===== src/rtl/part_updn_counter.sv =====
// Presettable up/down counter with a programmable terminal value, wrap or
// saturate behaviour at the terminal, and an active-low ripple carry for cascading.
module part_updn_counter #(
    parameter int unsigned          WIDTH = 16,
    parameter logic [WIDTH-1:0]     INIT  = '0
) (
    input  logic             CLK,
    input  logic             RESET,
    input  logic [WIDTH-1:0] I,
    input  logic [WIDTH-1:0] LIMIT,
    input  logic             LOAD_N,
    input  logic             ENB_P_N,
    input  logic             ENB_T_N,
    input  logic             UP_DN,
    input  logic             SAT,
    output logic [WIDTH-1:0] O,
    output logic             CO_N,
    output logic             WRAP,
    output logic             OVF
);

    logic [WIDTH-1:0] count_q;
    logic             wrap_q;
    logic             ovf_q;
    logic             term;
    logic             count_en;

    // An up-count treats anything at or above LIMIT as terminal, so a value
    // loaded above the limit rolls over on its next count instead of running on.
    always_comb begin
        // NOTE: combinational blocks assign a default first so no path leaves
        // a signal unassigned, which is what would otherwise infer a latch.
        term = 1'b0;
        if (UP_DN) begin
            term = (count_q >= LIMIT);
        end else begin
            term = (count_q == '0);
        end
    end

    assign count_en = LOAD_N && !ENB_P_N && !ENB_T_N;

    // Carry is purely combinational so a chain of stages ripples within one cycle.
    assign CO_N = !(!ENB_T_N && term);

    always_ff @(posedge CLK) begin
        // NOTE: registers use non-blocking assignments so every flop samples
        // pre-edge values; blocking here would create order-dependent logic.
        if (RESET) begin
            count_q <= INIT;
            wrap_q  <= 1'b0;
            ovf_q   <= 1'b0;
        end else if (!LOAD_N) begin
            count_q <= I;
            wrap_q  <= 1'b0;
            ovf_q   <= 1'b0;
        end else if (count_en) begin
            if (!term) begin
                count_q <= UP_DN ? count_q + WIDTH'(1) : count_q - WIDTH'(1);
                wrap_q  <= 1'b0;
            end else if (!SAT) begin
                count_q <= UP_DN ? '0 : LIMIT;
                wrap_q  <= 1'b1;
            end else begin
                wrap_q  <= 1'b0;
                ovf_q   <= 1'b1;
            end
        end else begin
            wrap_q <= 1'b0;
        end
    end

    assign O    = count_q;
    assign WRAP = wrap_q;
    assign OVF  = ovf_q;

endmodule


===== config.mk =====
export PLATFORM = sky130hd
export DESIGN_NAME = part_updn_counter
export DESIGN_NICKNAME = d
export VERILOG_FILES = /design/src/rtl/part_updn_counter.sv
export SDC_FILE = /design/constraint.sdc
export NUM_CORES = 1
export LEC_CHECK = 0
export BUFFER_PORTS_ARGS = -buffer_cell sky130_fd_sc_hd__clkbuf_2
export CAP_MARGIN = 25
export CORE_MARGIN = 2
export CORE_UTILIZATION = 38
export CTS_BUF_LIST = sky130_fd_sc_hd__clkbuf_16
export CTS_CLUSTER_DIAMETER = 60
export DETAILED_ROUTE_END_ITERATION = 12
export HOLD_SLACK_MARGIN = 0.03
export PLACE_DENSITY = 0.73
export SLEW_MARGIN = 20
export SYNTH_ARGS = -nofsm -noshare
export SYNTH_HDL_FRONTEND = slang
export SYNTH_SLANG_ARGS = --single-unit

===== constraint.sdc =====
create_clock -name CLK -period 6.5 [get_ports CLK]
set_input_delay 0.325 -clock CLK [delete_from_list [all_inputs] [get_ports CLK]]
set_output_delay 0.325 -clock CLK [all_outputs]
set_load 0.02 [all_outputs]

Word level (Yosys, flattened, before mapping)
Cells that the tools add are included.
{ "totals": {"ff_bits": 18, "input_bits": 39} }
{ "classes": {"add_sub_neg": 2, "order_cmp": 1, "n_eq_ne": 2, "mux": 8, "n_bitwise": 3, "reduce_logical": 11} }
{ "ops": {"columns": ["cell", "n"], "rows": [
  ["16-bit two-way mux", 6],
  ["16-bit by 1-bit adder with 16-bit output (second input constant)", 1],
  ["16-bit >= comparator", 1],
  ["16-bit logical NOT", 1],
  ["16-bit by 1-bit subtractor with 16-bit output (second input constant)", 1],
  ["4-bit OR reduction", 1],
  ["1-bit logical AND", 3],
  ["1-bit logical NOT", 3],
  ["3-bit != test (second input constant)", 1],
  ["1-bit inverter", 3],
  ["3-bit AND reduction", 1],
  ["1-bit two-way mux", 2],
  ["2-bit by 1-bit != test with 1-bit output (second input constant)", 1],
  ["2-bit AND reduction", 1],
  ["2-bit OR reduction", 1]
]} }

Logic depth before layout (Yosys ltp)
{ "depth": {"ltp_word": 5, "depth_mapped": 10, "mapped_depth_nobuf": 9} }

Worst setup path after synthesis
Ideal clock, no wire load.
{ "synth_path": {"path_kind": "input-to-reg", "from": "input UP_DN", "to": "register count_q[15], in the netlist O[15]", "setup_time_ns": 0.134, "arrival_time_ns": 2.534, "t_required_ns": 6.366, "slack_ns": 3.832, "stages": 10, "cell_sequence": "buf_4 > inv_1 > ha_1 > a211oi_1 > o21ai_0 > and3_1 > o2111ai_1 > a21boi_0 > o311ai_1 > a31oi_1"} }
{ "synth_between": {"elab_chain_len": 5} }
{ "synth_rtl": {"columns": ["element", "line_no", "text"], "rows": [
  ["start: declaration", "14", "input logic UP_DN,"],
  ["16-bit two-way mux", "62", "count_q <= UP_DN ? '0 : LIMIT;"],
  ["16-bit two-way mux", "61", "end else if (!SAT) begin"],
  ["16-bit two-way mux", "58", "if (!term) begin"],
  ["16-bit two-way mux", "57", "end else if (count_en) begin"],
  ["16-bit two-way mux", "53", "end else if (!LOAD_N) begin"],
  ["end signal: assignment", "59", "count_q <= UP_DN ? count_q + WIDTH'(1) : count_q - WIDTH'(1);"],
  ["end signal: assignment", "62", null],
  ["end: declaration", "22", "logic [WIDTH-1:0] count_q;"]
]} }
Several ways; a longest one is shown, not always the timed one. The select of a mux whose other input is x is not followed.
A chain may end at the register's enable or synchronous reset.

Worst setup path in the final report
{ "layout_path": {"from": "register count_q[0], in the netlist O[0]", "to": "register count_q[2], in the netlist O[2]"} }
{ "layout_between": {"elab_chain_len": 5} }
{ "layout_rtl": {"columns": ["element", "line_no"], "rows": [
  ["16-bit by 1-bit subtractor with 16-bit output, or another cell as far along", "59"],
  ["16-bit two-way mux or 1-bit two-way mux (tied branches)", "59, 34"],
  ["16-bit two-way mux", "58"],
  ["16-bit two-way mux", "57"],
  ["16-bit two-way mux", "53"]
]} }
Several ways; a longest one is shown, not always the timed one. The select of a mux whose other input is x is not followed.

==> flow_summary.yaml <==
sta:
  finalMaxSlewViolations: 0
  finalCriticalPeriod_ns: 3.02
  max-slew-margin-rel_pct: 49.9
  finalSetupTns_ns: 0
  worst_slew_pin_slew_ns: 0.751
  max_freq_mhz: 331
  fin_crit_sh_pct: 46.4
  rsz0062_at_grt: "false"
  skew_ns: 0.00604
  setup_viol: 0
  finalHoldViolCount: 0
outcome:
  status: "finished clean"
clock_network:
  cts_setup_buffers: 0
  cts_hold_buf: 0
  cts_max_level: 1
  clkTransAtPathRegs_ns: 0.06
  cts_tree: "yes"
  clockBufferDepth: 2
  postCtsResizedCells: 0
  cts.root.buffer_cell: "clkbuf_16"
  clkSinkCount: 18
  numCtsBuffers: 3
  insertion_delay_ns: 0.26
worst_hold_path:
  min_path_type: "in2reg"
placed_design:
  globalplace.congestion: 0.879
  io_buffers: 57
  dp.cells: 389
  dpl.hpwl_mm: 4.78
yosys:
  avgSynthCellArea_um2: 7.79
  syn-cell-area_um2: 2090
  synth_ff_type: "dfxtp_1"
  synth_commonest_cells: "ha_1, inv_1, o21ai_0"
  yosysTopAreaCellShare_pct: 17.9
  synthArstFlopShare_pct: 0
  ys_warn_count: 0
  ys_types: 56
  post-synth-top-area-cell: "ha_1"
  synth_seq_cells: 18
  syn-num-nets: 339
  ys_seq_area_share_pct: 17.2
  synth_edf_count: 0
  syn_inst: 269
  ys_top_cells_by_area: "ha_1, dfxtp_1, o21ai_0, inv_1, nor2_1"
  synth_most_common_cell: "ha_1"
final_layout:
  antenna_cells: 0
  syn2layout_area_growth_pct: 19.5
  drive_gt1_share_pct: 21.7
  final_nets: 393
  seqCellArea_um2: 360
  multi_input_area_um2: 1570
  final.fill_count: 577
  stdcell_count: 394
global_route:
  antenna_found_initial: 0
  grt_overflow: 0
  grt_pass1_wl_mm: 10.3
  grt_usage_pct: 20.4
  grt_pass1_vias: 2160
  grt_max_degree: 23
setup_path:
  criticalPathCategory: "reg2reg"
  cp_top_family: "compound AO/OA/AOI/OAI gates"
  critPathMaxFanout: 19
  cp-start-kind: "flop"
  cp_slowest_cell: "a21oi_4"
  required_ns: 6.67
  cp_num_buf_inv: 1
  max_stage_delay_ns: 0.54
  critical_path_arrival_ns: 3.19
  path_cells: "inv_1 -> ha_1 -> nand2b_1 -> a2111o_1 -> a32oi_2 -> a21oi_2 -> a21oi_4 -> o211ai_1 -> a311oi_2"
  crit_path_end_kind: "flop"
power_and_ir_drop:
  p_switching_w: 0.000165
  seqPwrFrac_pct: 30.1
  p_leak_nw: 1.16
  internal-power_w: 0.000269
  combPwrFrac_pct: 39.3
  ir_worst_vdd_v: 0.0000865
  p_per_area_nw_per_um2: 174
  switching_share_pct: 38.0
  p_clk_share_pct: 30.6
route:
  drt_iter0_drc: 154
  via_per_inst: 5.85
  postRouteAntennaNets: 0
  postRouteWirelength_mm: 6.26
  wl_per_cell_um: 15.9
  vias: 2305
  drtPass1Iterations: 4
  drc: 0
floorplan:
  core-area_um2: 5410
  dieArea_um2: 6120
  die_y_um: 78.2
  row_count: 27
  num_io_pins: 58
  fp.dieW_um: 78.2
  start_util_pct: 38.8
run:
  maxCapViolCount: 0
==> state kept, by name, summed over array words and instances, names as in the netlist <==
name	count
O	16
OVF	1
WRAP	1
==> cells in the final DEF, fill, tap and decap left out, types with 4 or more instances in the layout <==
cell type  count
clkbuf_2      57
ha_1          30
inv_1         27
o21ai_0       22
dfxtp_1       18
nor2_1        18
nand2_1       16
a21oi_1       13
nor3_1        11
a211oi_1       8
o32ai_1        7
a311oi_1       6
nor4_1         5
nand3_1        5
a31oi_1        5
xnor2_1        5
a2bb2oi_1      5
xor2_1         5
nand4_1        4
a21o_1         4
==> worst min-delay path: cells and delay by family <==
kind | cells | cell delay (ns)
AO/OA/AOI/OAI | 1 | 0.07
buffers and inverters | 2 | 0.12
==> metal layers <==
| metal | vias up | GRT usage [%] | wire length, µm |
|---|---|---|---|
| met5 | - | 0 | 0 |
| met2 | 95 | 33.2 | 2830 |
| met4 | 0 | 3.86 | 101 |
| li1 | 1138 | - | - |
| met1 | 1057 | 28.5 | 2810 |
| met3 | 15 | 3.45 | 514 |
==> worst paths after layout <==
check,startpoint,end,slack (ns),cells past startpoint
setup / recovery,O[0]$_SDFFE_PP0P_,O[2]$_SDFFE_PP0P_,3.48,9
hold / removal,I[3],O[3]$_SDFFE_PP0P_,0.30,3
setup reg to reg,O[0]$_SDFFE_PP0P_,O[2]$_SDFFE_PP0P_,3.48,9
hold reg to reg,OVF$_SDFFE_PP0P_,OVF$_SDFFE_PP0P_,0.54,2
==> area by class of cell <==
class	count	share of cell area (%)
flip-flops and latches	18	14.4
inverters	29	4.35
multi-input cells	213	62.6
clock buffers	3	3.00
well taps	72	3.60
clock inverters	1	0.150
repair buffers	58	11.8
==> metrics by stage <==
stage | power (W) | hold slack (ns) | worst slack [ns] | instance area, µm² | util, %
finish | 0.000434 | 0.305 | 3.48 | 2500 | 46.3
global route | 0.000459 | 0.324 | 3.26 | 2500 | 46.3
CTS | 0.000433 | 0.307 | 3.17 | 2490 | 46.1
detailed placement | 0.000300 | 0.520 | 3.16 | 2410 | 44.6
global placement | 0.000298 | 0.502 | 3.20 | 2410 | 44.6
floorplan | 0.000252 | 0.402 | 3.83 | 2090 | -
==> logic make-up (layout without fill, tap and decap cells) <==
| logic type | Yosys count | after routing | share of synthesized area, % |
|---|---|---|---|
| buffers and inverters | 38 | 91 | 7.94 |
| adder cells (fa/ha/maj) | 31 | 31 | 18.9 |
| XOR/XNOR | 10 | 10 | 4.18 |
| AO/OA/AOI/OAI | 100 | 100 | 34.5 |
| flip-flops | 18 | 18 | 17.2 |
| AND/OR/NAND/NOR | 72 | 72 | 17.3 |
==> power by group through the flow <==
stage / Sequential, W / Combinational (W) / Clock, W
finish: 0.000131 / 0.000171 / 0.000133
global route: 0.000132 / 0.000190 / 0.000137
CTS: 0.000131 / 0.000169 / 0.000134
detailed placement: 0.000133 / 0.000167 / 0
global placement: 0.000133 / 0.000164 / 0
floorplan: 0.000138 / 0.000114 / 0
No activity file was read; power rests on OpenSTA's default activity.
